**config.mk**
```make
export PLATFORM = sky130hd
export DESIGN_NAME = arbitro_compuerta
export DESIGN_NICKNAME = d
export VERILOG_FILES = /design/src/rtl/arbitro_compuerta.sv
export SDC_FILE = /design/constraint.sdc
export NUM_CORES = 1
export LEC_CHECK = 0
export CORE_MARGIN = 3
export CORE_UTILIZATION = 38
export DETAILED_ROUTE_END_ITERATION = 16
export PLACE_DENSITY = 0.76
export SYNTH_ARGS = -nofsm -noshare
export SYNTH_HDL_FRONTEND = slang
export SYNTH_SLANG_ARGS = --single-unit
```
**constraint.sdc**
```tcl
create_clock -name clock -period 1.7 [get_ports clock]
set_input_delay 0.51 -clock clock [delete_from_list [all_inputs] [get_ports clock]]
set_output_delay 0.51 -clock clock [all_outputs]
set_load 0.02 [all_outputs]
```
**src/rtl/arbitro_compuerta.sv**
```systemverilog
// arbitro_compuerta -- two-lane gate arbiter sharing one PIN verifier.
//
// A lane asks for verification on solicitud. One lane is latched by a
// round-robin pick, its PIN is compared during the single concesion cycle,
// and on a match that lane's gate opens. The gate closes after the entry
// sensor rises and then falls. If arrival and entry are both high while the
// gate is open, the lane goes into BLOQUEO. While blocked, only that lane is
// served until it presents the correct PIN.
//
// Ports
//   clock                    rising-edge clock
//   reset                    synchronous reset, active low
//   solicitud[1:0]           per-lane verify request, held until granted
//   clave_0, clave_1         16-bit BCD PIN per lane
//   sensor_llegada_vehiculo  per-lane arrival sensor
//   sensor_ingreso_vehiculo  per-lane entry sensor
//   concesion[1:0]           one-hot, one-cycle grant of the verifier
//   senal_compuerta[1:0]     per-lane gate-open command (one-hot or zero)
//   senal_alarma_pin[1:0]    too many wrong PINs on that lane
//   senal_alarma_bloqueo[1:0] lane forced into BLOQUEO
//
// Optional feature: define TIMEOUT_APERTURA_EN to close an open gate after
// TIEMPO_MAX cycles when no vehicle ever started to enter.

// Per-lane attempt counter and alarm flags.
module arbitro_compuerta_carril #(
   parameter int MAX_INTENTOS = 3
) (
   input  logic clock,
   input  logic reset,
   input  logic fallo,      // wrong PIN on an ordinary (non-blocked) attempt
   input  logic acierto,    // correct PIN
   input  logic bloquear,   // arrival+entry collision while open
   output logic alarma_pin,
   output logic alarma_bloqueo
);
   localparam int CW_RAW = $clog2(MAX_INTENTOS + 1);
   localparam int CW     = (CW_RAW < 2) ? 2 : CW_RAW;
   localparam logic [CW-1:0] MAX_C = CW'(MAX_INTENTOS);

   logic [CW-1:0] intentos;

   always_ff @(posedge clock) begin
      if (!reset) begin
         intentos       <= '0;
         alarma_pin     <= 1'b0;
         alarma_bloqueo <= 1'b0;
      end else if (acierto) begin
         intentos       <= '0;
         alarma_pin     <= 1'b0;
         alarma_bloqueo <= 1'b0;
      end else begin
         // Saturate at MAX_INTENTOS; alarm rises on the attempt that reaches it.
         if (fallo && intentos < MAX_C) begin
            intentos <= intentos + CW'(1);
            if (intentos == MAX_C - CW'(1)) alarma_pin <= 1'b1;
         end
         if (bloquear) alarma_bloqueo <= 1'b1;
      end
   end
endmodule

module arbitro_compuerta #(
   parameter logic [15:0] CLAVE_CORRECTA = 16'h3257,
   parameter int          MAX_INTENTOS   = 3,
   parameter int          TIEMPO_MAX     = 200
) (
   input  logic        clock,
   input  logic        reset,
   input  logic [1:0]  solicitud,
   input  logic [15:0] clave_0,
   input  logic [15:0] clave_1,
   input  logic [1:0]  sensor_llegada_vehiculo,
   input  logic [1:0]  sensor_ingreso_vehiculo,
   output logic [1:0]  concesion,
   output logic [1:0]  senal_compuerta,
   output logic [1:0]  senal_alarma_pin,
   output logic [1:0]  senal_alarma_bloqueo
);
   localparam int NUM_LANES = 2;

   localparam logic [1:0] REPOSO    = 2'd0;
   localparam logic [1:0] VERIFICAR = 2'd1;
   localparam logic [1:0] ABIERTO   = 2'd2;
   localparam logic [1:0] BLOQUEO   = 2'd3;

   logic [1:0]                  estado;
   logic                        carril;      // lane being served
   logic                        prio;        // lane favoured on a tie
   logic                        en_bloqueo;  // current verify came from BLOQUEO
   logic                        ing_prev;    // entry sensor of served lane, last cycle
   logic [1:0]                  vld_pipe;    // [0] accept cycle, [1] grant/compare cycle
   logic [NUM_LANES-1:0][15:0]  claves;
   logic [NUM_LANES-1:0]        uno_carril;
   logic                        sel, acepta, clave_ok, decide, choque, cierre;
   logic [NUM_LANES-1:0]        fallo, acierto, bloquear;

   assign claves     = {clave_1, clave_0};
   assign uno_carril = carril ? 2'b10 : 2'b01;

`ifdef TIMEOUT_APERTURA_EN
   localparam int TW = $clog2(TIEMPO_MAX + 1);
   logic [TW-1:0] tmr;
   logic          subio;   // entry sensor seen high during this opening
   logic          agotado;

   assign agotado = !subio && !sensor_ingreso_vehiculo[carril] &&
                    (tmr == TW'(TIEMPO_MAX - 1));

   always_ff @(posedge clock) begin
      if (!reset) begin
         tmr   <= '0;
         subio <= 1'b0;
      end else if (estado != ABIERTO) begin
         tmr   <= '0;
         subio <= 1'b0;
      end else begin
         if (tmr != '1) tmr <= tmr + TW'(1);
         subio <= subio | sensor_ingreso_vehiculo[carril];
      end
   end
`else
   logic agotado;
   assign agotado = 1'b0;
`endif

   always_comb begin
      sel      = (&solicitud) ? prio : solicitud[1];
      acepta   = ((estado == REPOSO) && (|solicitud)) ||
                 ((estado == BLOQUEO) && solicitud[carril]);
      clave_ok = (claves[carril] == CLAVE_CORRECTA);
      decide   = (estado == VERIFICAR) && vld_pipe[1];
      choque   = (estado == ABIERTO) && sensor_llegada_vehiculo[carril] &&
                 sensor_ingreso_vehiculo[carril];
      cierre   = ing_prev && !sensor_ingreso_vehiculo[carril];
      fallo    = (decide && !clave_ok && !en_bloqueo) ? uno_carril : 2'b00;
      acierto  = (decide && clave_ok) ? uno_carril : 2'b00;
      bloquear = choque ? uno_carril : 2'b00;
   end

   assign concesion       = decide ? uno_carril : 2'b00;
   assign senal_compuerta = (estado == ABIERTO) ? uno_carril : 2'b00;

   always_ff @(posedge clock) begin
      if (!reset) begin
         estado     <= REPOSO;
         carril     <= 1'b0;
         prio       <= 1'b0;
         en_bloqueo <= 1'b0;
         ing_prev   <= 1'b0;
         vld_pipe   <= '0;
      end else begin
         vld_pipe <= {vld_pipe[0], acepta};
         ing_prev <= (estado == ABIERTO) ? sensor_ingreso_vehiculo[carril] : 1'b0;
         case (estado)
            REPOSO: if (acepta) begin
               carril     <= sel;
               prio       <= ~sel;
               en_bloqueo <= 1'b0;
               estado     <= VERIFICAR;
            end
            VERIFICAR: if (decide) begin
               if (clave_ok) begin
                  en_bloqueo <= 1'b0;
                  estado     <= ABIERTO;
               end else begin
                  // a wrong PIN while blocked leaves the lane blocked
                  estado <= en_bloqueo ? BLOQUEO : REPOSO;
               end
            end
            ABIERTO: begin
               if (choque) begin
                  en_bloqueo <= 1'b1;
                  estado     <= BLOQUEO;
               end else if (cierre || agotado) begin
                  estado <= REPOSO;
               end
            end
            BLOQUEO: if (acepta) begin
               prio   <= ~carril;
               estado <= VERIFICAR;
            end
            default: estado <= REPOSO;
         endcase
      end
   end

   for (genvar i = 0; i < NUM_LANES; i++) begin : g_carril
      arbitro_compuerta_carril #(.MAX_INTENTOS(MAX_INTENTOS)) u_carril (
         .clock         (clock),
         .reset         (reset),
         .fallo         (fallo[i]),
         .acierto       (acierto[i]),
         .bloquear      (bloquear[i]),
         .alarma_pin    (senal_alarma_pin[i]),
         .alarma_bloqueo(senal_alarma_bloqueo[i])
      );
   end
endmodule

```
; ---- Word level (Yosys, flattened, before mapping)
; Cells that the tools add are included.
[word_totals]
inputBits = 40
reg_bits = 16
elab_cells = 93
[classes]
order_cmp = 3
add_sub_neg = 2
bitwise_logic = 3
n_mux = 30
n_eq_ne = 13
reduce_logical = 30
[op_table]
columns = operator, n
row1 = 16-bit two-way mux, 2
row2 = 2-bit two-way mux, 12
row3 = 16-bit by 14-bit equality test with 1-bit output (second input constant), 1
row4 = 1-bit two-way mux, 13
row5 = 1-bit logical AND, 11
row6 = 2-bit inequality test (second input constant), 5
row7 = 2-bit AND reduction, 5
row8 = 2-bit equality test (second input constant), 4
row9 = 2-bit OR reduction, 4
row10 = 2-bit one-hot mux with 3 select lines, 1
row11 = 3-bit AND reduction, 2
row12 = 5-bit AND reduction, 1
row13 = 2-bit by 1-bit adder with 2-bit output (second input constant), 2
row14 = 2-bit less-than comparator (second input constant), 2
row15 = 1-bit logical NOT, 3
row16 = 3-bit inequality test (second input constant), 1
row17 = 1-bit inverter, 3
row18 = 1-bit one-hot mux with 3 select lines, 1
row19 = 3-bit nonzero test, 1
row20 = 2-bit by 1-bit equality test with 1-bit output (second input constant), 1
row21 = 2-bit logical NOT, 1
row22 = 1-bit by 2-bit less-than comparator with 1-bit output (second input constant), 1
row23 = 2-bit by 1-bit inequality test with 1-bit output (second input constant), 1
row24 = 1-bit one-hot mux with 2 select lines, 1
row25 = other kinds (2), 2

; ---- Depth between registers and ports, before layout
; Gate-level depths: netlist of run 1.
[logic_depth]
depth_word = 9
mapped_depth = 7

; ---- Cells and area by module
; A second synthesis of run 1 with hierarchy kept.
[unflattened]
hier_cells = 136
area_unflattened_um2 = 1142.3
[modules_own_cells]
columns = mod, area_per_inst_um2, instances, cells_per_inst
row1 = arbitro_compuerta, 794.5, 1, 102
row2 = arbitro_compuerta_carril, 173.9, 2, 17

; ---- Least setup slack after synthesis of run 1
; No wires, ideal clock.
[synth_path]
kind = input to register
start = input port clave_0[5]
end = register g_carril[1].u_carril.intentos[0]
required_time_ns = 1.578
setup_time_ns = 0.122
setup_slack_ns = -0.013
stages = 5
t_arrival_ns = 1.592
path_cell_list = nor4b_1 nand4_1 o22ai_2 nor2_1 o311a_1
[synth_between]
elab_chain_cells = 8
elab_cells_between_ends = 11
classes_between = eq/ne (1) / mux (4) / reduce/logical (6)
[synth_lines]
columns = element, line
row1 = start: declaration, 71  ; input logic [15:0] clave_0,
row2 = 16-bit two-way mux (not written as such) * (2 in series), 131  ; clave_ok = (claves[carril] == CLAVE_CORRECTA);
row3 = 16-bit by 14-bit equality test with 1-bit output *, 131
row4 = 1-bit logical NOT, 136  ; fallo = (decide && !clave_ok && !en_bloqueo) ? uno_carril : 2'b00;
row5 = 1-bit logical AND (2 in series), 136
row6 = 2-bit two-way mux, 136
row7 = 1-bit logical AND, 54  ; if (fallo && intentos < MAX_C) begin
row8 = end signal: assignment, 55  ; intentos <= intentos + CW'(1);
row9 = end: declaration, 41  ; logic [CW-1:0] intentos;
; Mark *: on every way between the ends. The rest lies on a longest branch, timed or not. The select of a mux whose other input is x is not followed.
; A chain may end at the register's enable or synchronous reset.

; ---- Worst setup path in the final report of run 1
[layout_path]
start = register estado[0]
end = register estado[0]
[layout_between]
elab_chain_cells = 5
elab_cells_between_ends = 17
classes_between = eq/ne (6) / mux (2) / reduce/logical (9)
[layout_lines]
columns = element, line
row1 = start: declaration, 87  ; logic [1:0] estado;
row2 = start signal: assignment, 168  ; estado <= en_bloqueo ? BLOQUEO : REPOSO;
row3 = 2-bit equality test (tied with other cells), "133, 155"
row4 = "1-bit logical AND, on equally long branches", "133, 129, 130"
row5 = 1-bit logical AND / 1-bit logical OR (equally long branches), "133, 129"
row6 = 3-bit inequality test (no line) (tied with other cells), -
row7 = 3-bit AND reduction (no line) / 2-bit one-hot mux with 3 select lines (equally long branches), -
; Parallel ways exist; a longest one is shown, timed or not.

==> results of run 1 <==
[repair_timing]
item                       CTS  global route
pin swaps                   22            18
hold buffers                 0             0
setup buffers               10             2
resized for setup          121            30
setup endpoints to repair   19            12
[worst paths after layout]
kind / start / endpoint / depth (start not counted)
worst min-delay path: g_carril[0].u_carril.alarma_pin / g_carril[0].u_carril.alarma_pin / 2
worst min register to register: g_carril[0].u_carril.alarma_pin / g_carril[0].u_carril.alarma_pin / 2
worst max-delay path: estado[0] / estado[0] / 8
worst max register to register: estado[0] / estado[0] / 8
[where the power goes]
part	switching [W]	internal [W]	leakage, nW
registers	0.0000562	0.000415	0.132
clock network	0.000124	0.000131	0.0210
logic	0.000363	0.000458	0.800
[cell usage after synthesis (all sizes together)]
library cell  count
a211oi            1
dfxtp            16
o21ai             4
a221oi            1
a31oi             4
o22ai             1
nand3b            2
a311oi            2
mux2              1
o31ai             1
and4b             2
or3b              1
o21a              3
nor3b             1
nand3             2
and3              2
a21o              4
buf               5
nor3              3
nor2b             3
and2              2
o32ai             2
and2b             1
ha                9
nand4             2
a21oi             5
inv               7
nor4b             4
mux2i             1
nor4              1
nor2             13
o21bai            1
or4               1
o22a              1
o211a             1
and3b             1
a32oi             1
nand2            10
a2111oi           1
o311a             1
nand2b            2
o211ai            3
[state kept, by name, indices dropped and copies added, names as in the netlist]
| register | flops |
|---|---|
| prio | 1 |
| estado | 2 |
| vld_pipe | 2 |
| g_carril.u_carril.alarma_bloqueo | 2 |
| g_carril.u_carril.alarma_pin | 2 |
| ing_prev | 1 |
| en_bloqueo | 1 |
| g_carril.u_carril.intentos | 4 |
| carril | 1 |
[layer usage]
metal	global-route usage, %	vias up	share of wire (%)
li1	-	658	-
met1	20.1	658	34
met2	45.1	63	53
met3	4.32	19	8.0
met4	9.81	0	4.5
met5	0	-	0
[per-stage QoR]
stage               setup TNS, ps  utilization [%]  cells  hold WS [ps]
floorplan                       0                -    129           412
global placement            -5860             65.0    230           423
detailed placement          -6560             65.0    230           425
CTS                         -98.3             71.9    244           447
global route                 -702             76.2    246           525
finish                       -241             76.2    246           471
[critical path: stages (launching register included)]
cell and delay, ps:
dfxtp_4 380, inv_4 70, buf_6 100, ha_4 140
o21a_4 140, a211oi_4 50, a311oi_4 400, o211ai_1 240
o211a_1 200
[kinds of logic after synthesis]
family                     Yosys count  synth area share [%]
AOI/OAI and AO/OA                   37                  25.5
adders and majority gates            9                  10.1
buffers and inverters               12                  6.04
DFF                                 16                  28.6
muxes                                2                  1.90
and+or+nand+nor                     53                  27.9
[layout make-up]
class | instances | area [µm²] | area share (%)
clock buffers | 4 | 36.3 | 1.71
inverters | 7 | 28.8 | 1.36
multi-input cells | 101 | 978 | 46.2
flip-flops and latches | 16 | 329 | 15.5
well taps | 31 | 38.8 | 1.83
repair buffers | 87 | 707 | 33.4
==> flow_summary.json, run 1 <==
{
  "htreeDepth": 1,
  "place_area_um2": 1810,
  "drive_above_1_share_pct": 46.5,
  "wl_um": 4140,
  "cts_tree": "done",
  "finalSetupViolations": 6,
  "dp_hpwl_um": 2830,
  "synth_fp_nets": 178,
  "reg2reg_slack_ps": -130,
  "power_density_nw_per_um2": 730,
  "ys_top_cells_by_area": "dfxtp_1 29%, ha_1 10%, nor2_1 4.4%",
  "mostFrequentLayoutCell": "buf_4",
  "fin_nets": 265,
  "rsz0062_at_grt": "true",
  "place_ws_ps": -606,
  "drc": 0,
  "relSlewSlack_pct": 73.6,
  "dieWidth_um": 60.3,
  "grt_usage_pct": 22.0,
  "p_leak_nw": 0.953,
  "tightest_slew_ps": 393,
  "core_um2": 2780,
  "hold_class": "reg2reg",
  "pin_count": 48,
  "cts_buffers": 3,
  "fin_ws_ps": -134,
  "netlist_instances": 129,
  "overflow": 0,
  "area_growth_pct": 89.4,
  "synth-seq-cells": 16,
  "worstPathMaxFanout": 4,
  "synth_top_cell_area_share_pct": 28.6,
  "num_antenna_cells": 0,
  "viasPerCell": 5.68,
  "ant_nets": 0,
  "die_y_um": 60.3,
  "wire_per_inst_um": 16.8,
  "worstPathRequired_ps": 1890,
  "antenna_found_initial": 0,
  "clock_skew_ps": 4.79,
  "syn_area_um2": 1120,
  "min_period_ps": 1830,
  "ir_worst_vdd_v": 0.000956,
  "avgSynthCellArea_um2": 8.67,
  "worst_ep_arrival_time_ps": 2020,
  "cts.sink_count": 16,
  "ctsRootBufferMaster": "clkbuf_4",
  "grt_pass1_wl_um": 5940,
  "path_clk_slew_ps": 100,
  "firstDrtPassIters": 4,
  "start_util_pct": 40.2,
  "p_total_w": 0.00155,
  "ys_seq_area_share_pct": 28.6,
  "fillers": 201,
  "first_iter_violations": 32,
  "critPathKind": "reg2reg",
  "critPathCaptureType": "register",
  "grt_pass1_vias": 1474,
  "die_area_um2": 3630,
  "violations": "setup timing",
  "cts_max_path_buffers": 2,
  "yosysTopAreaCell": "dfxtp_1",
  "port_buffers": 47,
  "fmax_mhz": 545,
  "fin_crit_sh_pct": 108,
  "ys_warn_count": 0,
  "netlist-cell-type-count": 49,
  "vias": 1398,
  "rows": 19,
  "critPathLaunchType": "register",
  "slew_violations": 0,
  "maxCapViolations": 0,
  "fin_area_um2": 2120,
  "hold_violations": 0,
  "outcome": "finished, violations left",
  "layout.cells.most_common_list": "36 x buf_4, 25 x dlygate4sd2_1, 13 x dfxtp_1",
  "clk_latency_ps": 290,
  "grt_max_degree": 11,
  "gp_congestion": 0.877
}
Power figures use the tool's default switching activity.
==> inputs of run 2 (changes only) <==
- CTS_CLUSTER_SIZE: not set -> 12
- HOLD_SLACK_MARGIN: not set -> 0.12
==> results of run 2 <==
Same layout as run 1: the final DEF is identical, and so are final timing and power.
